## config.mk

```make
export PLATFORM = sky130hd
export DESIGN_NAME = mdr_align_unit_flat
export DESIGN_NICKNAME = d
export VERILOG_FILES = /design/src/rtl/mdr_align_unit_if.sv /design/src/rtl/mdr_align_unit.sv /design/src/flat_wrapper.sv
export SDC_FILE = /design/constraint.sdc
export NUM_CORES = 1
export LEC_CHECK = 0
export BUFFER_PORTS_ARGS = -buffer_cell sky130_fd_sc_hd__clkbuf_2
export CAP_MARGIN = 20
export CORE_UTILIZATION = 35
export DETAILED_ROUTE_END_ITERATION = 12
export SLEW_MARGIN = 20
export SYNTH_ARGS = -nofsm -noshare
export SYNTH_HDL_FRONTEND = slang
export SYNTH_SLANG_ARGS = --single-unit
```

## constraint.sdc

```tcl
create_clock -name clk -period 6.65 [get_ports clk]
set_input_delay 0.3325 -clock clk [delete_from_list [all_inputs] [get_ports clk]]
set_output_delay 0.3325 -clock clk [all_outputs]
set_load 0.03 [all_outputs]
```

## src/rtl/mdr_align_unit_if.sv

```systemverilog
// Bus bundle for mdr_align_unit: request, memory beat and response channels.
// slave = alignment unit side, master = core/bus-model side.
interface mdr_align_unit_if #(
    parameter int DATA_W = 32,
    parameter int ADDR_W = 32
);
    localparam int BYTES = DATA_W / 8;

    logic              req_valid;
    logic              req_ready;
    logic              req_we;
    logic [1:0]        req_size;
    logic              req_signed;
    logic [ADDR_W-1:0] req_addr;
    logic [DATA_W-1:0] req_wdata;

    logic              mem_valid;
    logic              mem_ready;
    logic              mem_we;
    logic [ADDR_W-1:0] mem_addr;
    logic [BYTES-1:0]  mem_be;
    logic [DATA_W-1:0] mem_wdata;
    logic [DATA_W-1:0] mem_rdata;

    logic              resp_valid;
    logic              resp_ready;
    logic [DATA_W-1:0] resp_rdata;
    logic              resp_err;

    modport slave (
        input  req_valid, req_we, req_size, req_signed, req_addr, req_wdata,
        output req_ready,
        output mem_valid, mem_we, mem_addr, mem_be, mem_wdata,
        input  mem_ready, mem_rdata,
        output resp_valid, resp_rdata, resp_err,
        input  resp_ready
    );

    modport master (
        output req_valid, req_we, req_size, req_signed, req_addr, req_wdata,
        input  req_ready,
        input  mem_valid, mem_we, mem_addr, mem_be, mem_wdata,
        output mem_ready, mem_rdata,
        input  resp_valid, resp_rdata, resp_err,
        output resp_ready
    );
endinterface

```

## src/rtl/mdr_align_unit.sv

```systemverilog
// Load/store alignment unit: lane placement, extension, two-beat split.
// Ports: clk, rst_n (sync, active low), bus (mdr_align_unit_if.slave).
module mdr_align_unit #(
    parameter int DATA_W = 32,
    parameter int ADDR_W = 32
) (
    input  logic            clk,
    input  logic            rst_n,
    mdr_align_unit_if.slave bus
);
    localparam int BYTES = DATA_W / 8;
    localparam int OFF_W = $clog2(BYTES);

    typedef enum logic [1:0] {IDLE, BEAT0, BEAT1, RESP} state_t;

    state_t              state;
    logic                we_q;
    logic [1:0]          size_q;
    logic                sgn_q;
    logic [OFF_W-1:0]    off_q;
    logic                cross_q;
    logic [2*BYTES-1:0]  mask_q;
    logic [DATA_W-1:0]   wdata_q;
    logic [DATA_W-1:0]   lo_q;

    logic [OFF_W-1:0]    off_in;
    int                  nb_in;
    logic                err_in;
    logic                cross_in;
    logic [2*BYTES-1:0]  mask_in;
    logic [2*BYTES-1:0]  be_lo_w;
    logic [2*BYTES-1:0]  be_hi_w;

    // Shift the two-beat window down to the access, then extend above nbytes.
    function automatic logic [DATA_W-1:0] extract(
        input logic [2*DATA_W-1:0] cat,
        input logic [OFF_W-1:0]    off,
        input logic [1:0]          size,
        input logic                sgn
    );
        logic [2*DATA_W-1:0] sh;
        logic [DATA_W-1:0]   v;
        logic                sb;
        sh = cat >> {off, 3'b000};
        v  = sh[DATA_W-1:0];
        sb = 1'b0;
        for (int k = 0; k <= OFF_W; k++)
            if (int'(size) == k) sb = sgn & v[8*(1<<k)-1];
        for (int i = 0; i < BYTES; i++)
            if (i >= (1 << size)) v[8*i +: 8] = {8{sb}};
        return v;
    endfunction

    always_comb begin
        off_in   = bus.req_addr[OFF_W-1:0];
        nb_in    = 1 << bus.req_size;
        err_in   = int'(bus.req_size) > OFF_W;
        cross_in = (int'(off_in) + nb_in) > BYTES;
        mask_in  = '0;
        for (int i = 0; i < 2*BYTES; i++)
            mask_in[i] = (i < nb_in);
        be_lo_w  = mask_in << off_in;
        be_hi_w  = mask_q >> (BYTES - int'(off_q));
    end

    always_ff @(posedge clk) begin
        if (!rst_n) begin
            state          <= IDLE;
            we_q           <= 1'b0;
            size_q         <= '0;
            sgn_q          <= 1'b0;
            off_q          <= '0;
            cross_q        <= 1'b0;
            mask_q         <= '0;
            wdata_q        <= '0;
            lo_q           <= '0;
            bus.req_ready  <= 1'b1;
            bus.mem_valid  <= 1'b0;
            bus.mem_we     <= 1'b0;
            bus.mem_addr   <= '0;
            bus.mem_be     <= '0;
            bus.mem_wdata  <= '0;
            bus.resp_valid <= 1'b0;
            bus.resp_rdata <= '0;
            bus.resp_err   <= 1'b0;
        end else begin
            unique case (state)
                IDLE: begin
                    if (bus.req_valid) begin
                        we_q          <= bus.req_we;
                        size_q        <= bus.req_size;
                        sgn_q         <= bus.req_signed;
                        off_q         <= off_in;
                        cross_q       <= cross_in;
                        mask_q        <= mask_in;
                        wdata_q       <= bus.req_wdata;
                        bus.req_ready <= 1'b0;
                        if (err_in) begin
                            state          <= RESP;
                            bus.resp_valid <= 1'b1;
                            bus.resp_err   <= 1'b1;
                            bus.resp_rdata <= '0;
                        end else begin
                            state         <= BEAT0;
                            bus.mem_valid <= 1'b1;
                            bus.mem_we    <= bus.req_we;
                            bus.mem_addr  <= {bus.req_addr[ADDR_W-1:OFF_W],
                                              {OFF_W{1'b0}}};
                            bus.mem_be    <= be_lo_w[BYTES-1:0];
                            bus.mem_wdata <= bus.req_wdata << {off_in, 3'b000};
                        end
                    end
                end
                BEAT0: begin
                    if (bus.mem_ready) begin
                        lo_q <= bus.mem_rdata;
                        if (cross_q) begin
                            state         <= BEAT1;
                            bus.mem_addr  <= bus.mem_addr + ADDR_W'(BYTES);
                            bus.mem_be    <= be_hi_w[BYTES-1:0];
                            bus.mem_wdata <= wdata_q >> (DATA_W - 8*int'(off_q));
                        end else begin
                            state          <= RESP;
                            bus.mem_valid  <= 1'b0;
                            bus.mem_we     <= 1'b0;
                            bus.mem_addr   <= '0;
                            bus.mem_be     <= '0;
                            bus.mem_wdata  <= '0;
                            bus.resp_valid <= 1'b1;
                            bus.resp_rdata <= we_q ? '0 :
                                extract({{DATA_W{1'b0}}, bus.mem_rdata},
                                        off_q, size_q, sgn_q);
                        end
                    end
                end
                BEAT1: begin
                    if (bus.mem_ready) begin
                        state          <= RESP;
                        bus.mem_valid  <= 1'b0;
                        bus.mem_we     <= 1'b0;
                        bus.mem_addr   <= '0;
                        bus.mem_be     <= '0;
                        bus.mem_wdata  <= '0;
                        bus.resp_valid <= 1'b1;
                        bus.resp_rdata <= we_q ? '0 :
                            extract({bus.mem_rdata, lo_q},
                                    off_q, size_q, sgn_q);
                    end
                end
                RESP: begin
                    if (bus.resp_ready) begin
                        state          <= IDLE;
                        bus.resp_valid <= 1'b0;
                        bus.resp_rdata <= '0;
                        bus.resp_err   <= 1'b0;
                        bus.req_ready  <= 1'b1;
                    end
                end
                default: state <= IDLE;
            endcase
        end
    end
endmodule

```

## src/flat_wrapper.sv

```systemverilog
// flat-port wrapper written by rule: the top's interface ports become plain ports
module mdr_align_unit_flat 
#(
    parameter int DATA_W = 32,
    parameter int ADDR_W = 32
)
  (clk, rst_n, bus_req_valid, bus_req_we, bus_req_size, bus_req_signed, bus_req_addr, bus_req_wdata, bus_req_ready, bus_mem_valid, bus_mem_we, bus_mem_addr, bus_mem_be, bus_mem_wdata, bus_mem_ready, bus_mem_rdata, bus_resp_valid, bus_resp_rdata, bus_resp_err, bus_resp_ready);
  mdr_align_unit_if #(.DATA_W(DATA_W), .ADDR_W(ADDR_W)) bus_i ();
  input  logic clk;
  input  logic rst_n;
  input wire logic [$bits(bus_i.req_valid)-1:0] bus_req_valid;
  input wire logic [$bits(bus_i.req_we)-1:0] bus_req_we;
  input wire logic [$bits(bus_i.req_size)-1:0] bus_req_size;
  input wire logic [$bits(bus_i.req_signed)-1:0] bus_req_signed;
  input wire logic [$bits(bus_i.req_addr)-1:0] bus_req_addr;
  input wire logic [$bits(bus_i.req_wdata)-1:0] bus_req_wdata;
  output wire logic [$bits(bus_i.req_ready)-1:0] bus_req_ready;
  output wire logic [$bits(bus_i.mem_valid)-1:0] bus_mem_valid;
  output wire logic [$bits(bus_i.mem_we)-1:0] bus_mem_we;
  output wire logic [$bits(bus_i.mem_addr)-1:0] bus_mem_addr;
  output wire logic [$bits(bus_i.mem_be)-1:0] bus_mem_be;
  output wire logic [$bits(bus_i.mem_wdata)-1:0] bus_mem_wdata;
  input wire logic [$bits(bus_i.mem_ready)-1:0] bus_mem_ready;
  input wire logic [$bits(bus_i.mem_rdata)-1:0] bus_mem_rdata;
  output wire logic [$bits(bus_i.resp_valid)-1:0] bus_resp_valid;
  output wire logic [$bits(bus_i.resp_rdata)-1:0] bus_resp_rdata;
  output wire logic [$bits(bus_i.resp_err)-1:0] bus_resp_err;
  input wire logic [$bits(bus_i.resp_ready)-1:0] bus_resp_ready;
  assign bus_i.req_valid = bus_req_valid;
  assign bus_i.req_we = bus_req_we;
  assign bus_i.req_size = bus_req_size;
  assign bus_i.req_signed = bus_req_signed;
  assign bus_i.req_addr = bus_req_addr;
  assign bus_i.req_wdata = bus_req_wdata;
  assign bus_req_ready = bus_i.req_ready;
  assign bus_mem_valid = bus_i.mem_valid;
  assign bus_mem_we = bus_i.mem_we;
  assign bus_mem_addr = bus_i.mem_addr;
  assign bus_mem_be = bus_i.mem_be;
  assign bus_mem_wdata = bus_i.mem_wdata;
  assign bus_i.mem_ready = bus_mem_ready;
  assign bus_i.mem_rdata = bus_mem_rdata;
  assign bus_resp_valid = bus_i.resp_valid;
  assign bus_resp_rdata = bus_i.resp_rdata;
  assign bus_resp_err = bus_i.resp_err;
  assign bus_i.resp_ready = bus_resp_ready;
  mdr_align_unit #(.DATA_W(DATA_W), .ADDR_W(ADDR_W)) u_core (.clk(clk), .rst_n(rst_n), .bus(bus_i));
endmodule
```

==> flow_metrics.py, run 1 <==
metrics = {
    "worst_setup_path": {
        "required_ns": 7.02,
        "reg2reg_depth": 7,
        "r2r_setup_slack_ns": 3.08,
        "r2r-end": "u_core.bus.mem_wdata[25]",
        "start_kind": "register",
        "critical_path_peak_fanout": 33,
        "rr_startpoint": "u_core.off_q[1]",
        "endpoint_kind": "register",
        "worstSetupPathType": "register to register",
        "cp.arrival_ns": 3.94,
    },
    "detailed_routing": {
        "drt_iter0_drc": 991,
        "drcViolationCount": 0,
        "firstDrtPassIters": 6,
        "routed_wl_um": 36800,
        "viasPerCell": 5.79,
        "ant_nets": 0,
        "wire_per_inst_um": 19.8,
        "vias": 10800,
    },
    "grt": {
        "grt_pass1_vias": 10300,
        "grt_usage_pct": 23.8,
        "grt_pass1_wl_um": 57600,
        "grt_max_degree": 92,
        "antenna_found_initial": 1,
        "globalRoute.totalOverflow": 0,
    },
    "placed_design": {
        "place.port_buffers": 207,
        "routabilityCongestion": 0.917,
        "dp.cells": 1826,
        "hpwlAfterDp_um": 24900,
        "post-place-ws_ns": 3.35,
    },
    "logic_synthesis": {
        "ys_ff_latch": 181,
        "ys_seq_area_share_pct": 34.7,
        "synth_cells": 1346,
        "syn_area_um2": 10400,
        "synth_ff_type": "dfxtp_1",
        "avgSynthCellArea_um2": 7.75,
        "synth-edff-count": 0,
        "async_flop_share_pct": 0,
        "yosysWarnings": 0,
        "ys_types": 75,
    },
    "pwr": {
        "clockPowerShare_pct": 21.8,
        "switching_power_mw": 2.32,
        "ir_worst_vdd_v": 0.000302,
        "swShare_pct": 47.0,
        "p_comb_share_pct": 46.4,
        "pwr_density_cell_nw_per_um2": 404,
        "leakage_nw": 4.86,
        "intPower_mw": 2.61,
        "power_mw": 4.92,
        "pwr-share-seq_pct": 31.8,
    },
    "cts": {
        "cts_buffers": 17,
        "clock-sinks": 181,
        "cts_root_buf": "clkbuf_16",
        "postCtsSetupRepairBufs": 0,
        "post_cts_resized": 0,
        "htreeDepth": 4,
        "cts_tree": "done",
        "cts_buffer_depth": 2,
        "path_clk_slew_ns": 0.07,
        "clock_latency_ns": 0.44,
        "postCtsHoldBufs": 0,
    },
    "worst_hold_path": {
        "hold_depth": 3,
        "holdPathEnd": "u_core.bus.mem_addr[27]",
        "hp-class": "input port to register",
        "hp-start": "bus_req_addr[27]",
    },
    "sta": {
        "final.setup.tns_ns": 0,
        "period_needed_ns": 3.57,
        "fmax_ghz": 0.280,
        "worstMarginPinSlew_ns": 1.05,
        "relSlewSlack_pct": 30.1,
        "rsz0062_at_grt": "no",
        "fin_hold_ws_ns": 0.106,
        "setup_viol": 0,
        "hold_viol": 0,
        "timing.final.crit_share_pct": 53.7,
        "report.final.slew_viol_count": 0,
        "setup_slack_ns": 3.08,
        "skew_ns": 0.0112,
    },
    "die": {
        "rows": 62,
        "die-width_um": 175,
        "pin_count": 210,
        "die-height_um": 175,
        "die-area_um2": 30500,
        "coreArea_um2": 29000,
        "initial_core_util_pct": 36.0,
    },
    "final_layout": {
        "syn2layout_area_growth_pct": 16.9,
        "layout.cells.non_filler": 1859,
        "final_cell_mix": "nand2_1 (234), clkbuf_2 (207), a21oi_1 (184)",
        "nets": 1576,
        "layout-drive-gt1-share_pct": 20.6,
        "final_common_cell": "nand2_1",
    },
    "job": {
        "max-cap-violations": 0,
    },
    "status": {
        "status": "complete, no violations",
    },
}
==> registers in the layout, summed over array words and instances (netlist names), 2 cells and up <==
register and count:
u_core.lo_q 32, u_core.bus.mem_addr 30, u_core.state 2, u_core.bus.resp_rdata 32, u_core.mask_q 5, u_core.size_q 2
u_core.bus.mem_be 4, u_core.off_q 2, u_core.wdata_q 32, u_core.bus.mem_wdata 32
==> synth_stat cells (16+ instances only) <==
| cell | n | area share (%) |
|---|---|---|
| buf_2 | 23 | 1.1 |
| mux2_2 | 33 | 3.6 |
| a211oi_1 | 22 | 1.6 |
| o21ai_0 | 66 | 3.2 |
| inv_1 | 18 | 0.65 |
| dfxtp_1 | 181 | 35 |
| a31oi_1 | 22 | 1.3 |
| o211ai_1 | 19 | 1.4 |
| a21oi_1 | 184 | 8.8 |
| nor2b_1 | 22 | 1.3 |
| o211a_1 | 17 | 1.6 |
| o221ai_1 | 17 | 1.4 |
| nand3_1 | 33 | 1.6 |
| a221oi_1 | 23 | 1.9 |
| nor4_1 | 16 | 0.96 |
| mux2i_1 | 60 | 5.8 |
| nor3_1 | 20 | 0.96 |
| a22o_1 | 17 | 1.4 |
| clkbuf_1 | 91 | 3.3 |
| nor2_1 | 64 | 2.3 |
| nand2_1 | 234 | 8.4 |
==> power groups by stage <==
stage | clock network [mW] | logic [mW] | registers [mW]
6_report | 1.07 | 2.29 | 1.57
3_3_place_gp | 0 | 2.25 | 1.58
2_1_floorplan | 0 | 1.31 | 1.85
5_1_grt | 1.14 | 2.47 | 1.60
3_5_place_dp | 0 | 2.27 | 1.58
4_1_cts | 1.09 | 2.28 | 1.56
==> stage by stage <==
| stage | cell area (µm²) | util [%] |
|---|---|---|
| after floorplan | 10400 | - |
| final | 12200 | 42.0 |
| after detailed placement | 11600 | 39.9 |
| after global routing | 12200 | 42.0 |
| after CTS | 12200 | 42.0 |
| after global placement | 11600 | 39.9 |
==> logic make-up (layout without fill, tap and decap cells) <==
group | count (synthesis) | count (layout) | share of synthesized area, %
AND/OR/NAND/NOR | 457 | 457 | 20.0
AO/OA/AOI/OAI | 450 | 450 | 28.0
flip-flops | 181 | 181 | 34.7
buffers and inverters | 149 | 276 | 5.79
multiplexers | 96 | 96 | 9.97
adder cells (fa/ha/maj) | 10 | 10 | 1.27
XOR/XNOR | 2 | 2 | 0.168
other | 1 | 3 | 0.0359
==> cell type report <==
type	count	area, µm²
antenna	1	2.50
clock buffer	17	425
inverter	19	73.8
sequential	181	3630
multi-input combinational	1017	6230
timing repair buffer	225	1170
clock inverter	15	190
tap	384	480
fill	3037	16800
==> worst max-delay path by stage <==
| stage | slack (ns) | startpoint | endpoint |
|---|---|---|---|
| 2_1_floorplan | 4.04 | u_core.off_q[1] | u_core.bus.mem_wdata[0] |
| 3_3_place_gp | 3.40 | u_core.off_q[1] | u_core.bus.mem_wdata[24] |
| 3_5_place_dp | 3.35 | u_core.state[1] | u_core.bus.resp_rdata[27] |
| 4_1_cts | 3.31 | u_core.state[1] | u_core.bus.resp_rdata[15] |
| 5_1_grt | 2.91 | u_core.state[1] | u_core.bus.resp_rdata[15] |
| 6_report | 3.08 | u_core.off_q[1] | u_core.bus.mem_wdata[25] |
==> routing by layer <==
layer  track usage, %  wire (µm)
met1             31.7      16100
met2             38.8      17300
met3             4.13       2520
met4             8.12        911
met5                0          0
==> critical path: stages (launching register included) <==
cell and delay (ns):
dfxtp_1 0.34, clkinv_1 0.79, ha_1 0.65, buf_4 0.27
or3_1 0.59, nor2_2 0.45, a32oi_1 0.21, a21oi_1 0.20
Note: power is estimated with default switching activity, not from simulation.
==> inputs of run 2 (changes only) <==
==> constraint.sdc (replaced) <==
create_clock -name clk -period 3.5 [get_ports clk]
set_input_delay 0.175 -clock clk [delete_from_list [all_inputs] [get_ports clk]]
set_output_delay 0.175 -clock clk [all_outputs]
set_load 0.03 [all_outputs]
==> flow_metrics.py, run 2 (synthesis results as in run 1) <==
metrics = {
    "status": {
        "status": "complete, no violations",
    },
    "die": {
        "pin_count": 210,
        "die-width_um": 175,
        "initial_core_util_pct": 36.0,
        "coreArea_um2": 29000,
        "die-area_um2": 30500,
        "die-height_um": 175,
        "rows": 62,
    },
    "worst_setup_path": {
        "worstSetupPathType": "register to register",
        "cp.arrival_ns": 3.12,
        "reg2reg_depth": 8,
        "r2r-end": "u_core.bus.resp_rdata[14]",
        "r2r_setup_slack_ns": 0.76,
        "endpoint_kind": "register",
        "required_ns": 3.88,
        "start_kind": "register",
        "critical_path_peak_fanout": 39,
        "rr_startpoint": "u_core.state[0]",
    },
    "detailed_routing": {
        "wire_per_inst_um": 18.9,
        "firstDrtPassIters": 5,
        "viasPerCell": 5.78,
        "drt_iter0_drc": 934,
        "vias": 11100,
        "ant_nets": 0,
        "drcViolationCount": 0,
        "routed_wl_um": 36300,
    },
    "final_layout": {
        "syn2layout_area_growth_pct": 21.9,
        "multi_input_area_um2": 6230,
        "final_common_cell": "nand2_1",
        "final_cell_area_um2": 12700,
        "fillers": 2955,
        "final_cell_mix": "nand2_1 (233), clkbuf_2 (207), a21oi_1 (184)",
        "regArea_um2": 3630,
        "nets": 1633,
        "layout-drive-gt1-share_pct": 20.4,
    },
    "grt": {
        "grt_max_degree": 87,
        "antenna_found_initial": 1,
        "grt_pass1_vias": 10300,
        "globalRoute.totalOverflow": 0,
        "grt_usage_pct": 23.4,
        "grt_pass1_wl_um": 56900,
    },
    "sta": {
        "worstMarginPinSlew_ns": 0.927,
        "skew_ns": 0.0166,
        "hold_viol": 0,
        "fin_hold_ws_ns": 0.0109,
        "final.setup.tns_ns": 0,
        "rsz0062_at_grt": "no",
        "relSlewSlack_pct": 38.2,
        "report.final.slew_viol_count": 0,
        "timing.final.crit_share_pct": 78.2,
        "period_needed_ns": 2.74,
        "setup_viol": 0,
        "fmax_ghz": 0.365,
    },
    "pwr": {
        "pwr_density_cell_nw_per_um2": 726,
        "p_comb_share_pct": 47.5,
        "clockPowerShare_pct": 20.3,
        "intPower_mw": 4.92,
        "power_mw": 9.23,
        "ir_worst_vdd_v": 0.000462,
        "leakage_nw": 5.09,
        "switching_power_mw": 4.31,
        "swShare_pct": 46.7,
        "pwr-share-seq_pct": 32.2,
    },
    "cts": {
        "clock_latency_ns": 0.45,
        "cts_buffer_depth": 2,
        "cts_buffers": 17,
        "clock-sinks": 181,
        "post_cts_resized": 0,
        "cts_root_buf": "clkbuf_16",
        "cts_tree": "done",
        "htreeDepth": 4,
        "path_clk_slew_ns": 0.08,
    },
    "worst_hold_path": {
        "hp-class": "input port to register",
        "hp-start": "bus_req_wdata[0]",
        "holdPathEnd": "u_core.wdata_q[0]",
        "hold_depth": 3,
    },
    "placed_design": {
        "place.port_buffers": 207,
        "routabilityCongestion": 0.900,
        "place_area_um2": 11700,
        "hpwlAfterDp_um": 25000,
    },
    "job": {
        "max-cap-violations": 0,
    },
}
## run 2: cell count changes in the layout (fill, tap and decap cells not counted), sizes merged
cell         change
clkbuf           +2
bufinv           -2
inv              +1
clkinv           -1
dlygate4sd3     +48
buf              +9
## run 2: critical path, cell delays in order (launching register included)
cell and delay [ns]:
dfxtp_1 0.34, inv_1 0.14, ha_1 0.67, nor2_1 0.18
o221ai_4 0.48, buf_12 0.28, and2_0 0.37, nand2_1 0.11
nand3_1 0.09
## run 2: power groups by stage
stage	Sequential, mW	Clock [mW]	Combinational (mW)
floorplan	3.51	0	2.49
global placement	3.01	0	4.27
detailed placement	3.01	0	4.32
CTS	2.97	1.91	4.37
global route	3.05	1.99	4.75
finish	2.98	1.88	4.38
## run 2: timing repair
action,in CTS,in global routing
hold buffers,48,0
setup buffers,0,0
hold endpoints to repair,49,0
## run 2: cell type report
cell class / instances / area share, %
sequential: 181 / 28.5
timing repair buffer: 282 / 13.7
multi-input combinational: 1017 / 49.0
clock buffer: 19 / 3.48
antenna: 1 / 0.0197
clock inverter: 13 / 0.905
inverter: 19 / 0.581
tap: 384 / 3.78
## run 2: layer usage
layer / wire (µm) / global-route usage (%)
met4: 1450 / 10.3
met3: 2230 / 3.24
met5: 0 / 0
met1: 15800 / 30.9
met2: 16800 / 38.1
## run 2: how the worst max path moves through the flow
stage | end | start | slack (ns) | cells past startpoint
after detailed placement | u_core.bus.mem_valid | u_core.state[0] | 0.82 | 8
after global placement | u_core.bus.mem_wdata[2] | u_core.state[1] | 0.91 | 8
final | u_core.bus.resp_rdata[14] | u_core.state[0] | 0.76 | 8
after global routing | u_core.bus.resp_rdata[14] | u_core.state[0] | 0.56 | 8
after CTS | u_core.bus.mem_valid | u_core.state[0] | 0.79 | 8
after floorplan | u_core.bus.mem_wdata[0] | u_core.off_q[1] | 0.89 | 10
## run 2: through the flow
stage	setup WS [ns]	std cells	utilization, %
finish	0.762	1916	43.8
detailed placement	0.823	1835	40.2
global route	0.558	1916	43.8
global placement	0.914	1835	40.2
CTS	0.794	1915	43.8
floorplan	0.889	1347	-
==> inputs of run 3 (changes only) <==
==> constraint.sdc (replaced) <==
create_clock -name clk -period 2.85 [get_ports clk]
set_input_delay 0.1425 -clock clk [delete_from_list [all_inputs] [get_ports clk]]
set_output_delay 0.1425 -clock clk [all_outputs]
set_load 0.03 [all_outputs]
==> flow_metrics.py, run 3 (synthesis results as in run 1) <==
metrics = {
    "status": {
        "status": "complete, no violations",
    },
    "grt": {
        "grt_pass1_wl_um": 58700,
        "grt_max_degree": 76,
        "antenna_found_initial": 0,
        "globalRoute.totalOverflow": 0,
        "grt_pass1_vias": 10500,
        "grt_usage_pct": 24.2,
    },
    "detailed_routing": {
        "ant_nets": 0,
        "routed_wl_um": 37900,
        "vias": 11100,
        "firstDrtPassIters": 5,
        "drcViolationCount": 0,
        "wire_per_inst_um": 19.4,
        "drt_iter0_drc": 1126,
        "viasPerCell": 5.72,
    },
    "cts": {
        "cts_root_buf": "clkbuf_16",
        "cts_buffers": 17,
        "clock-sinks": 181,
        "path_clk_slew_ns": 0.07,
        "cts_tree": "done",
        "htreeDepth": 4,
        "post_cts_resized": 0,
        "clock_latency_ns": 0.45,
        "cts_buffer_depth": 2,
        "postCtsSetupRepairBufs": 0,
    },
    "sta": {
        "hold_viol": 0,
        "setup_slack_ns": 0.287,
        "setup_viol": 0,
        "report.final.slew_viol_count": 0,
        "final.setup.tns_ns": 0,
        "worstMarginPinSlew_ns": 0.908,
        "relSlewSlack_pct": 39.1,
        "fmax_ghz": 0.390,
        "skew_ns": 0.0187,
        "timing.final.crit_share_pct": 89.9,
        "rsz0062_at_grt": "no",
        "period_needed_ns": 2.56,
    },
    "worst_hold_path": {
        "hold_depth": 3,
        "holdPathEnd": "u_core.lo_q[24]",
        "hp-start": "bus_mem_rdata[24]",
        "hp-class": "input port to register",
    },
    "pwr": {
        "leakage_nw": 5.26,
        "swShare_pct": 46.4,
        "clockPowerShare_pct": 20.9,
        "switching_power_mw": 5.39,
        "pwr-share-seq_pct": 31.5,
        "ir_worst_vdd_v": 0.000509,
        "intPower_mw": 6.22,
        "pwr_density_cell_nw_per_um2": 889,
        "p_comb_share_pct": 47.6,
    },
    "worst_setup_path": {
        "critical_path_peak_fanout": 15,
        "reg2reg_depth": 10,
        "rr_startpoint": "u_core.state[1]",
        "r2r-end": "u_core.bus.resp_rdata[29]",
        "worstSetupPathType": "register to register",
        "cp.arrival_ns": 2.92,
        "endpoint_kind": "register",
        "start_kind": "register",
        "r2r_setup_slack_ns": 0.29,
        "required_ns": 3.21,
    },
    "final_layout": {
        "nets": 1667,
        "utilization_pct": 45.0,
        "final_common_cell": "nand2_1",
        "syn2layout_area_growth_pct": 25.3,
        "diodes": 0,
        "final_cell_mix": "nand2_1 (234), clkbuf_2 (207), a21oi_1 (183)",
        "layout-drive-gt1-share_pct": 20.4,
    },
    "die": {
        "initial_core_util_pct": 36.0,
        "die-width_um": 175,
        "pin_count": 210,
        "rows": 62,
        "coreArea_um2": 29000,
        "die-height_um": 175,
        "die-area_um2": 30500,
    },
    "job": {
        "max-cap-violations": 0,
    },
    "placed_design": {
        "post-place-ws_ns": 0.385,
        "hpwlAfterDp_um": 26000,
        "place.port_buffers": 207,
        "routabilityCongestion": 0.966,
    },
}
run 3: cell count changes in the layout (fill, tap and decap cells not counted), sizes merged:
cell / change
clkinv: +1
dlygate4sd3: +26
diode: -1
clkbuf: +1
buf: +8
clkinvlp: -3
bufinv: +1
run 3: worst max path at each step:
stage	end	start	slack, ns
after global routing	u_core.bus.resp_rdata[29]	u_core.state[1]	0.11
final	u_core.bus.resp_rdata[29]	u_core.state[1]	0.29
after detailed placement	u_core.bus.resp_rdata[24]	u_core.state[1]	0.38
after global placement	u_core.bus.resp_rdata[27]	u_core.off_q[1]	0.35
after floorplan	u_core.bus.mem_wdata[0]	u_core.off_q[1]	0.24
after CTS	u_core.bus.resp_rdata[29]	u_core.state[1]	0.34
run 3: final cells by class:
cell class                 instances  area [µm²]
fill                            2911       15900
multi-input combinational       1017        6230
sequential                       181        3630
timing repair buffer             316        2080
tap                              384         480
clock buffer                      20         447
clock inverter                    12         133
inverter                          19        73.8
run 3: per-layer routing:
| layer | GRT usage [%] | share of wire (%) | up-vias |
|---|---|---|---|
| met4 | 10.1 | 3.4 | 0 |
| met3 | 3.70 | 6.0 | 80 |
| met5 | 0 | 0 | - |
| li1 | - | - | 5334 |
| met2 | 39.2 | 47 | 491 |
| met1 | 32.0 | 44 | 5240 |
run 3: power by group through the flow:
stage,logic (mW),registers (mW),clock network [mW]
detailed placement,5.40,3.69,0
finish,5.53,3.65,2.43
floorplan,3.06,4.31,0
CTS,5.50,3.64,2.45
global route,5.97,3.73,2.54
global placement,5.34,3.69,0
run 3: stage by stage:
| step | hold slack, ns | instance area (µm²) | std cells | power, mW |
|---|---|---|---|---|
| 6_report | 0.0184 | 13100 | 1949 | 11.6 |
| 5_1_grt | 0.0295 | 13100 | 1949 | 12.2 |
| 4_1_cts | 0.000454 | 13100 | 1949 | 11.6 |
| 3_5_place_dp | 0.367 | 11700 | 1843 | 9.09 |
| 3_3_place_gp | 0.361 | 11700 | 1843 | 9.03 |
| 2_1_floorplan | 0.258 | 10400 | 1347 | 7.38 |
run 3: timing repair:
action | CTS | global route
endpoints found under the setup margin | 0 | 0
hold buffers | 74 | 0
hold endpoints to repair | 75 | 0
run 3: worst max-delay path, stage by stage, from the launching register on:
cell and delay, ns:
dfxtp_1 0.35, inv_1 0.13, ha_1 0.30, buf_4 0.24, buf_4 0.20, and3b_1 0.16
buf_4 0.18, and2_1 0.43, a22o_1 0.20, o21ai_0 0.09, a31oi_1 0.20
